`src/rtl/pipe_hazard_ctrl_pkg.sv`:
```
// Shared types and constants for the pipeline hazard controller.
//   state_e    : controller FSM state (RUN, STALL)
//   REG_AW_DEF : default register address width
//   PCSEL_*    : PC mux select encodings
package pipe_hazard_ctrl_pkg;

    typedef enum logic {
        RUN   = 1'b0,
        STALL = 1'b1
    } state_e;

    localparam int unsigned REG_AW_DEF = 6;

    localparam logic PCSEL_INC = 1'b0;
    localparam logic PCSEL_BR  = 1'b1;

endpackage

```
`src/rtl/pipe_hazard_ctrl_if.sv`:
```
// Pipeline-side bundle of the hazard controller.
//   master : pipeline datapath (drives ID/WB/branch status, receives enables)
//   slave  : pipe_hazard_ctrl (receives status, drives enables/flushes/counters)
// Inputs to the controller : id_valid, id_uses_rs, id_uses_rt, id_reg_wrt, id_rs, id_rt,
//                            id_rd, wb_reg_wrt, wb_rd, br_taken
// Outputs of the controller: pc_write, ifid_write, ifid_flush, idex_bubble, exwb_flush,
//                            pc_sel, stalled, stall_cnt
interface pipe_hazard_ctrl_if #(
    parameter int unsigned REG_AW = 6,
    parameter int unsigned CNT_W  = 16
);
    logic              id_valid;
    logic              id_uses_rs;
    logic              id_uses_rt;
    logic              id_reg_wrt;
    logic [REG_AW-1:0] id_rs;
    logic [REG_AW-1:0] id_rt;
    logic [REG_AW-1:0] id_rd;
    logic              wb_reg_wrt;
    logic [REG_AW-1:0] wb_rd;
    logic              br_taken;

    logic              pc_write;
    logic              ifid_write;
    logic              ifid_flush;
    logic              idex_bubble;
    logic              exwb_flush;
    logic              pc_sel;
    logic              stalled;
    logic [CNT_W-1:0]  stall_cnt;

    modport master (
        output id_valid, id_uses_rs, id_uses_rt, id_reg_wrt, id_rs, id_rt, id_rd,
        output wb_reg_wrt, wb_rd, br_taken,
        input  pc_write, ifid_write, ifid_flush, idex_bubble, exwb_flush, pc_sel,
        input  stalled, stall_cnt
    );

    modport slave (
        input  id_valid, id_uses_rs, id_uses_rt, id_reg_wrt, id_rs, id_rt, id_rd,
        input  wb_reg_wrt, wb_rd, br_taken,
        output pc_write, ifid_write, ifid_flush, idex_bubble, exwb_flush, pc_sel,
        output stalled, stall_cnt
    );

endinterface

```
`src/rtl/pipe_hazard_ctrl_hazard_scoreboard.sv`:
```
// Register scoreboard: one pending bit per architectural register.
//   clk, rst_n          : clock, async active-low reset (clears all entries)
//   setEn/setIdx        : mark a register as having an in-flight writer
//   clrEn/clrIdx        : WB retire; also the bypass source for the lookups
//   squashEn/squashIdx  : drop the entry of a squashed EX-stage writer
//   lookupA/B, busyA/B  : combinational "still pending" queries for ID sources
module hazard_scoreboard
    import pipe_hazard_ctrl_pkg::*;
#(
    parameter int unsigned REG_AW    = REG_AW_DEF,
    parameter bit          WB_BYPASS = 1'b1
) (
    input  logic              clk,
    input  logic              rst_n,
    input  logic              setEn,
    input  logic [REG_AW-1:0] setIdx,
    input  logic              clrEn,
    input  logic [REG_AW-1:0] clrIdx,
    input  logic              squashEn,
    input  logic [REG_AW-1:0] squashIdx,
    input  logic [REG_AW-1:0] lookupA,
    input  logic [REG_AW-1:0] lookupB,
    output logic              busyA,
    output logic              busyB
);

    localparam int unsigned NumRegs = 2 ** REG_AW;

    logic [NumRegs-1:0] pendingQ;
    logic [NumRegs-1:0] pendingD;
    logic [NumRegs-1:0] setMask;
    logic [NumRegs-1:0] clrMask;
    logic [NumRegs-1:0] squashMask;
    logic               bypassA;
    logic               bypassB;

    always_comb begin
        setMask    = '0;
        clrMask    = '0;
        squashMask = '0;
        if (setEn)    setMask[setIdx]       = 1'b1;
        if (clrEn)    clrMask[clrIdx]       = 1'b1;
        if (squashEn) squashMask[squashIdx] = 1'b1;
        // Set is applied last: a newly issued writer is younger than the retiring one.
        pendingD = (pendingQ & ~clrMask & ~squashMask) | setMask;
    end

    always_ff @(posedge clk or negedge rst_n) begin
        if (!rst_n) begin
            pendingQ <= '0;
        end else begin
            pendingQ <= pendingD;
        end
    end

    // With a write-through register file the retiring value is already readable in ID.
    always_comb begin
        bypassA = WB_BYPASS && clrEn && (clrIdx == lookupA);
        bypassB = WB_BYPASS && clrEn && (clrIdx == lookupB);
        busyA   = pendingQ[lookupA] & ~bypassA;
        busyB   = pendingQ[lookupB] & ~bypassB;
    end

endmodule

```
`src/rtl/pipe_hazard_ctrl.sv`:
```
// Sequencing controller for the IF/ID/EX/WB pipeline. Stalls PC and IF/ID while an ID
// source has an in-flight writer, and squashes/redirects when WB resolves a taken branch.
//   clk, rst_n : clock, async active-low reset
//   bus        : pipe_hazard_ctrl_if.slave
//                in : id_valid, id_uses_rs/rt, id_reg_wrt, id_rs/rt/rd, wb_reg_wrt, wb_rd,
//                     br_taken
//                out: pc_write, ifid_write, ifid_flush, idex_bubble, exwb_flush, pc_sel
//                     (combinational), stalled, stall_cnt (registered)
module pipe_hazard_ctrl
    import pipe_hazard_ctrl_pkg::*;
#(
    parameter int unsigned REG_AW    = REG_AW_DEF,
    parameter bit          WB_BYPASS = 1'b1,
    parameter int unsigned CNT_W     = 16
) (
    input logic               clk,
    input logic               rst_n,
    pipe_hazard_ctrl_if.slave bus
);

    state_e            stateQ;
    logic              exVQ;
    logic [REG_AW-1:0] exRdQ;
    logic [CNT_W-1:0]  stallCntQ;

    logic busyRs;
    logic busyRt;
    logic hz;
    logic setEn;
    logic squashEn;

    logic pcWrite;
    logic ifidWrite;
    logic ifidFlush;
    logic idexBubble;
    logic exwbFlush;
    logic pcSel;

    assign hz       = bus.id_valid & ((bus.id_uses_rs & busyRs) | (bus.id_uses_rt & busyRt));
    assign setEn    = ~bus.br_taken & ~hz & bus.id_valid & bus.id_reg_wrt;
    // The EX-stage instruction is on the wrong path when WB redirects.
    assign squashEn = bus.br_taken & exVQ;

    hazard_scoreboard #(
        .REG_AW    (REG_AW),
        .WB_BYPASS (WB_BYPASS)
    ) u_scoreboard (
        .clk       (clk),
        .rst_n     (rst_n),
        .setEn     (setEn),
        .setIdx    (bus.id_rd),
        .clrEn     (bus.wb_reg_wrt),
        .clrIdx    (bus.wb_rd),
        .squashEn  (squashEn),
        .squashIdx (exRdQ),
        .lookupA   (bus.id_rs),
        .lookupB   (bus.id_rt),
        .busyA     (busyRs),
        .busyB     (busyRt)
    );

    // Reset forces the free-running defaults so the pipeline idles cleanly in reset.
    always_comb begin
        pcWrite    = 1'b1;
        ifidWrite  = 1'b1;
        ifidFlush  = 1'b0;
        idexBubble = 1'b0;
        exwbFlush  = 1'b0;
        pcSel      = PCSEL_INC;
        if (!rst_n) begin
            pcWrite = 1'b1;
        end else if (bus.br_taken) begin
            pcSel      = PCSEL_BR;
            pcWrite    = 1'b1;
            ifidFlush  = 1'b1;
            idexBubble = 1'b1;
            exwbFlush  = 1'b1;
        end else if (hz) begin
            pcWrite    = 1'b0;
            ifidWrite  = 1'b0;
            idexBubble = 1'b1;
        end
    end

    always_ff @(posedge clk or negedge rst_n) begin
        if (!rst_n) begin
            stateQ    <= RUN;
            exVQ      <= 1'b0;
            exRdQ     <= '0;
            stallCntQ <= '0;
        end else if (bus.br_taken) begin
            stateQ <= RUN;
            exVQ   <= 1'b0;
        end else if (hz) begin
            stateQ <= STALL;
            exVQ   <= 1'b0;
            if (stallCntQ != {CNT_W{1'b1}}) stallCntQ <= stallCntQ + 1'b1;
        end else begin
            stateQ <= RUN;
            exVQ   <= bus.id_valid & bus.id_reg_wrt;
            exRdQ  <= bus.id_rd;
        end
    end

    assign bus.pc_write    = pcWrite;
    assign bus.ifid_write  = ifidWrite;
    assign bus.ifid_flush  = ifidFlush;
    assign bus.idex_bubble = idexBubble;
    assign bus.exwb_flush  = exwbFlush;
    assign bus.pc_sel      = pcSel;
    assign bus.stalled     = (stateQ == STALL);
    assign bus.stall_cnt   = stallCntQ;

endmodule
```
`src/flat_wrapper.sv`:
```
// flat-port wrapper written by rule: the top's interface ports become plain ports
module pipe_hazard_ctrl_flat import pipe_hazard_ctrl_pkg::*;
#(
    parameter int unsigned REG_AW    = REG_AW_DEF,
    parameter bit          WB_BYPASS = 1'b1,
    parameter int unsigned CNT_W     = 16
)
  (clk, rst_n, bus_id_valid, bus_id_uses_rs, bus_id_uses_rt, bus_id_reg_wrt, bus_id_rs, bus_id_rt, bus_id_rd, bus_wb_reg_wrt, bus_wb_rd, bus_br_taken, bus_pc_write, bus_ifid_write, bus_ifid_flush, bus_idex_bubble, bus_exwb_flush, bus_pc_sel, bus_stalled, bus_stall_cnt);
  pipe_hazard_ctrl_if #(.REG_AW(REG_AW), .CNT_W(CNT_W)) bus_i ();
  input logic clk;
  input logic rst_n;
  input wire logic [$bits(bus_i.id_valid)-1:0] bus_id_valid;
  input wire logic [$bits(bus_i.id_uses_rs)-1:0] bus_id_uses_rs;
  input wire logic [$bits(bus_i.id_uses_rt)-1:0] bus_id_uses_rt;
  input wire logic [$bits(bus_i.id_reg_wrt)-1:0] bus_id_reg_wrt;
  input wire logic [$bits(bus_i.id_rs)-1:0] bus_id_rs;
  input wire logic [$bits(bus_i.id_rt)-1:0] bus_id_rt;
  input wire logic [$bits(bus_i.id_rd)-1:0] bus_id_rd;
  input wire logic [$bits(bus_i.wb_reg_wrt)-1:0] bus_wb_reg_wrt;
  input wire logic [$bits(bus_i.wb_rd)-1:0] bus_wb_rd;
  input wire logic [$bits(bus_i.br_taken)-1:0] bus_br_taken;
  output wire logic [$bits(bus_i.pc_write)-1:0] bus_pc_write;
  output wire logic [$bits(bus_i.ifid_write)-1:0] bus_ifid_write;
  output wire logic [$bits(bus_i.ifid_flush)-1:0] bus_ifid_flush;
  output wire logic [$bits(bus_i.idex_bubble)-1:0] bus_idex_bubble;
  output wire logic [$bits(bus_i.exwb_flush)-1:0] bus_exwb_flush;
  output wire logic [$bits(bus_i.pc_sel)-1:0] bus_pc_sel;
  output wire logic [$bits(bus_i.stalled)-1:0] bus_stalled;
  output wire logic [$bits(bus_i.stall_cnt)-1:0] bus_stall_cnt;
  assign bus_i.id_valid = bus_id_valid;
  assign bus_i.id_uses_rs = bus_id_uses_rs;
  assign bus_i.id_uses_rt = bus_id_uses_rt;
  assign bus_i.id_reg_wrt = bus_id_reg_wrt;
  assign bus_i.id_rs = bus_id_rs;
  assign bus_i.id_rt = bus_id_rt;
  assign bus_i.id_rd = bus_id_rd;
  assign bus_i.wb_reg_wrt = bus_wb_reg_wrt;
  assign bus_i.wb_rd = bus_wb_rd;
  assign bus_i.br_taken = bus_br_taken;
  assign bus_pc_write = bus_i.pc_write;
  assign bus_ifid_write = bus_i.ifid_write;
  assign bus_ifid_flush = bus_i.ifid_flush;
  assign bus_idex_bubble = bus_i.idex_bubble;
  assign bus_exwb_flush = bus_i.exwb_flush;
  assign bus_pc_sel = bus_i.pc_sel;
  assign bus_stalled = bus_i.stalled;
  assign bus_stall_cnt = bus_i.stall_cnt;
  pipe_hazard_ctrl #(.REG_AW(REG_AW), .WB_BYPASS(WB_BYPASS), .CNT_W(CNT_W)) u_core (.clk(clk), .rst_n(rst_n), .bus(bus_i));
endmodule
```
`config.mk`:
```
export PLATFORM = sky130hd
export DESIGN_NAME = pipe_hazard_ctrl_flat
export DESIGN_NICKNAME = d
export VERILOG_FILES = /design/src/rtl/pipe_hazard_ctrl_pkg.sv /design/src/rtl/pipe_hazard_ctrl_if.sv /design/src/rtl/pipe_hazard_ctrl_hazard_scoreboard.sv /design/src/rtl/pipe_hazard_ctrl.sv /design/src/flat_wrapper.sv
export SDC_FILE = /design/constraint.sdc
export NUM_CORES = 1
export LEC_CHECK = 0
export ABC_AREA = 1
export CELL_PAD_IN_SITES_DETAIL_PLACEMENT = 1
export CELL_PAD_IN_SITES_GLOBAL_PLACEMENT = 2
export CORE_MARGIN = 4
export CORE_UTILIZATION = 36
export DETAILED_ROUTE_END_ITERATION = 10
export PLACE_DENSITY = 0.83
export SLEW_MARGIN = 20
export SYNTH_ARGS = -nofsm -noshare
export SYNTH_HDL_FRONTEND = slang
export SYNTH_SLANG_ARGS = --single-unit
export TNS_END_PERCENT = 100
```
`constraint.sdc`:
```
create_clock -name clk -period 3.5 [get_ports clk]
set_clock_uncertainty 0.1 [all_clocks]
set_input_delay 0.7 -clock clk [delete_from_list [all_inputs] [get_ports clk]]
set_output_delay 0.7 -clock clk [all_outputs]
set_load 0.01 [all_outputs]
```
==> results.md <==
* Worst setup path category: in2out
* H-tree Lvls at 3
* Final count of hold timing violations at 0
* Cell Area, Synth at 6770 um2
* Post-synthesis register bit count at 88
* Reg clk slew, reported paths at 0.06 ns
* Fraction of synthesis flops using an asynchronous set or reset pin at 1.00
* Final weighted congestion in routability-driven placement at 0.870
* First-pass GRT wire length at 43100 um
* Post-detailed-route count of antenna-violating nets at 0
* Maximum vdd ir drop at 0.262 mV
* Cell count of the worst reg-to-reg path at 16
* Horizontal die dimension at 145 um
* Final clock period utilization by the worst path at 0.966
* Share of final-layout standard cells stronger than drive strength 1 at 0.0898
* Register area share after synthesis at 0.326
* Total GRT Usage at 0.254
* # setup viols final at 0
* TritonCTS buffer count at 9
* Initial antenna violation count at 0
* Dominant register cell in the synthesized netlist: sky130_fd_sc_hd__dfrtp_1
* Number of instances in the synthesized netlist at 1000
* Minimum clock period after layout at 3.38 ns
* Avg Cell Area, Syn at 6.77 um2
* Final hold slack at 0.345 ns
* Design Power at 0.00313 W
* Fin. max-slew vios at 0
* Number of warnings printed during yosys synthesis at 0
* Initial core utilization at 0.372
* DRC at 0
* Critical Path Start Type: primary input
* Arrival time worst endpoint at 2.58 ns
* Number of enable-type register cells in the synthesized netlist at 0
* Antenna diode count at 0
* Run status: finished, final reports clean
* Reg-to-reg setup timing slack at 0.94 ns
* Max transition margin at 0.357
* Critical Path Sink Type: output port
* Highest achievable clock rate at 296 MHz
* CP required at 2.70 ns
* Root Buffer Master: sky130_fd_sc_hd__clkbuf_16
* Count of distinct cell types in the synthesized netlist at 36
* Post-synthesis cell type with the largest combined area: sky130_fd_sc_hd__dfrtp_1
* Final wirelength at 26500 um
* Power density of the placed cells at 394 nW/um2
* Vias after detailed routing at 7411
* Number of detailed-route iterations in the first pass at 5
* Via count of the first global-routing pass at 7686
* TritonCTS clock tree: yes
* TritonCTS Sinks at 88
* I/O pin count at 55
* Average detailed-routed wire length per instance at 20.4 um
* Clock insertion delay at the later pin of the skew report at 0.36 ns
* Via-to-Cell Ratio at 5.71
* Core Footprint at 18200 um2
* Pin count of the biggest net entering global routing at 72
* Max-cap violations at 0
* Post-Syn Nets at 1033
* Finished Cell Area at 7950 um2
* Leakage component of the power at 3.44 nW
* Post-DP Area at 7640 um2
* Worst-path fanout max at 9
* GRT Residual Overflow at 0
* Buffers on Ports at 54
* Count of standard-cell rows at 49
* Leading post-synthesis cells by cell area: sky130_fd_sc_hd__dfrtp_1 33%, sky130_fd_sc_hd__nand2_1 17%, sky130_fd_sc_hd__nand3_1 11%, sky130_fd_sc_hd__nand4_1 6.1%, sky130_fd_sc_hd__nor2_1 4.8%
* Worst reg2reg endpoint: u_core.exRdQ[5]
* CTS max path bufs at 2
* DRC violation total after the first TritonRoute iteration at 429
* Setup repair after global routing missed its margin: false
* Post-layout nets at 1099
* Slew at the pin with the worst max-slew slack at 0.958 ns
* Die area at 21000 um2
* Class of the worst hold path: in2async
* Utilization after layout at 0.436
* Relative area change from synthesis to final layout at 17.5%
* Hold buffer count at cts at 0
* Share of Yosys cell area claimed by the top area cell type at 0.326
* Filler Cell Count at 2376
* Total half-perimeter wirelength after legalization and detailed placement at 19800 um
* Reg2reg start: u_core.u_scoreboard.pendingQ[38]
* Y dimension of the die at 145 um
==> worst max path at each step <==
stage | start | cells after the start | end | slack, ns
detailed placement | bus_id_rt[0] | 15 | bus_idex_bubble | -0.49
global placement | bus_id_rt[0] | 15 | bus_idex_bubble | -0.45
CTS | bus_id_rs[2] | 14 | bus_pc_write | -0.18
global route | bus_id_rs[0] | 17 | bus_pc_write | 0.001
finish | bus_id_rs[2] | 13 | bus_idex_bubble | 0.12
floorplan | bus_id_rs[0] | 17 | bus_pc_write | 0.60
==> layout by cell type, fill, tap and decap left out, types with 3 or more instances in the layout <==
| cell | instances |
|---|---|
| sky130_fd_sc_hd__buf_4 | 45 |
| sky130_fd_sc_hd__inv_1 | 85 |
| sky130_fd_sc_hd__xor2_1 | 8 |
| sky130_fd_sc_hd__nand4_1 | 66 |
| sky130_fd_sc_hd__nand2_2 | 3 |
| sky130_fd_sc_hd__clkbuf_16 | 9 |
| sky130_fd_sc_hd__nor2_1 | 87 |
| sky130_fd_sc_hd__o211ai_1 | 14 |
| sky130_fd_sc_hd__dfrtp_1 | 88 |
| sky130_fd_sc_hd__nand3_1 | 150 |
| sky130_fd_sc_hd__xnor2_1 | 10 |
| sky130_fd_sc_hd__o221ai_1 | 37 |
| sky130_fd_sc_hd__nand2_1 | 314 |
| sky130_fd_sc_hd__buf_12 | 7 |
| sky130_fd_sc_hd__o21ai_2 | 15 |
| sky130_fd_sc_hd__clkdlybuf4s50_1 | 46 |
| sky130_fd_sc_hd__nor3_1 | 39 |
| sky130_fd_sc_hd__o22ai_1 | 4 |
| sky130_fd_sc_hd__inv_4 | 4 |
==> final cells by class <==
class                   instances  area [um2]  share of cell area
clock buffers                  11         233              0.0293
clock inverters                 3        21.3             0.00268
inverters                      93         370              0.0466
multi-input cells             766        3800               0.478
flip-flops and latches         88        2200               0.277
well taps                     229         287              0.0361
repair buffers                107        1030               0.129
repair inverters                1        6.26            0.000787
==> report_power, final <==
| group | total (W) | switching, W | internal (W) |
|---|---|---|---|
| registers | 0.00132 | 0.000181 | 0.00114 |
| logic | 0.000919 | 0.000544 | 0.000376 |
| clock network | 0.000894 | 0.000419 | 0.000474 |
| total | 0.00313 | 0.00114 | 0.00199 |
==> flip-flops by register name (all words and copies together) (netlist names) <==
signal / cells
u_core.exVQ: 1
u_core.bus.stalled: 1
u_core.exRdQ: 6
u_core.bus.stall_cnt: 16
u_core.u_scoreboard.pendingQ: 64
==> timing repair <==
action                                  4_1_cts  5_1_grt
gates cloned                                  2        0
resized for setup                            10        5
endpoints found under the setup margin        3        3
setup buffers                                 1        2
==> cells in the mapped netlist, types with 5 or more instances <==
cell and n:
sky130_fd_sc_hd__buf_1 11, sky130_fd_sc_hd__buf_2 5, sky130_fd_sc_hd__buf_4 13, sky130_fd_sc_hd__buf_6 20, sky130_fd_sc_hd__dfrtp_1 88, sky130_fd_sc_hd__inv_1 85, sky130_fd_sc_hd__nand2_1 314, sky130_fd_sc_hd__nand3_1 150
sky130_fd_sc_hd__nand4_1 66, sky130_fd_sc_hd__nor2_1 87, sky130_fd_sc_hd__nor3_1 39, sky130_fd_sc_hd__o211ai_1 14, sky130_fd_sc_hd__o21ai_2 15, sky130_fd_sc_hd__o221ai_1 37, sky130_fd_sc_hd__xnor2_1 10, sky130_fd_sc_hd__xor2_1 8
==> stage by stage <==
step	setup TNS (ns)	setup WS [ns]	cells
after floorplan	0	0.601	1000
after global routing	0	0.00149	1298
final	0	0.117	1298
after CTS	-0.360	-0.181	1296
after global placement	-2.07	-0.451	1279
after detailed placement	-2.65	-0.493	1279
==> layer usage <==
layer	wire, um	share of wire	vias to the layer above	global-route usage
met4	455	0.017	0	0.0594
met1	12000	0.45	3644	0.352
li1	-	-	3532	-
met3	1400	0.053	31	0.0340
met5	0	0	-	0
met2	12600	0.48	204	0.423
==> worst max-delay path, cell delays in order <==
cell and delay [ns]:
sky130_fd_sc_hd__clkdlybuf4s50_1 0.49, sky130_fd_sc_hd__buf_4 0.20, sky130_fd_sc_hd__nand3_1 0.09, sky130_fd_sc_hd__nand2_1 0.11
sky130_fd_sc_hd__nand2_1 0.06, sky130_fd_sc_hd__nand3_1 0.08, sky130_fd_sc_hd__nand3_1 0.07, sky130_fd_sc_hd__nand2_1 0.08
sky130_fd_sc_hd__nand2_2 0.06, sky130_fd_sc_hd__nand2_4 0.13, sky130_fd_sc_hd__nand2_8 0.06, sky130_fd_sc_hd__a21boi_0 0.15
sky130_fd_sc_hd__dlygate4sd1_1 0.27
==> cells by family after synthesis <==
logic type / synth area share
flip-flops: 0.326
AND/OR/NAND/NOR: 0.439
buffers and inverters: 0.113
XOR/XNOR: 0.0233
adder cells (fa/ha/maj): 0.00185
AO/OA/AOI/OAI: 0.0978
(Power assumes the default switching activity.)
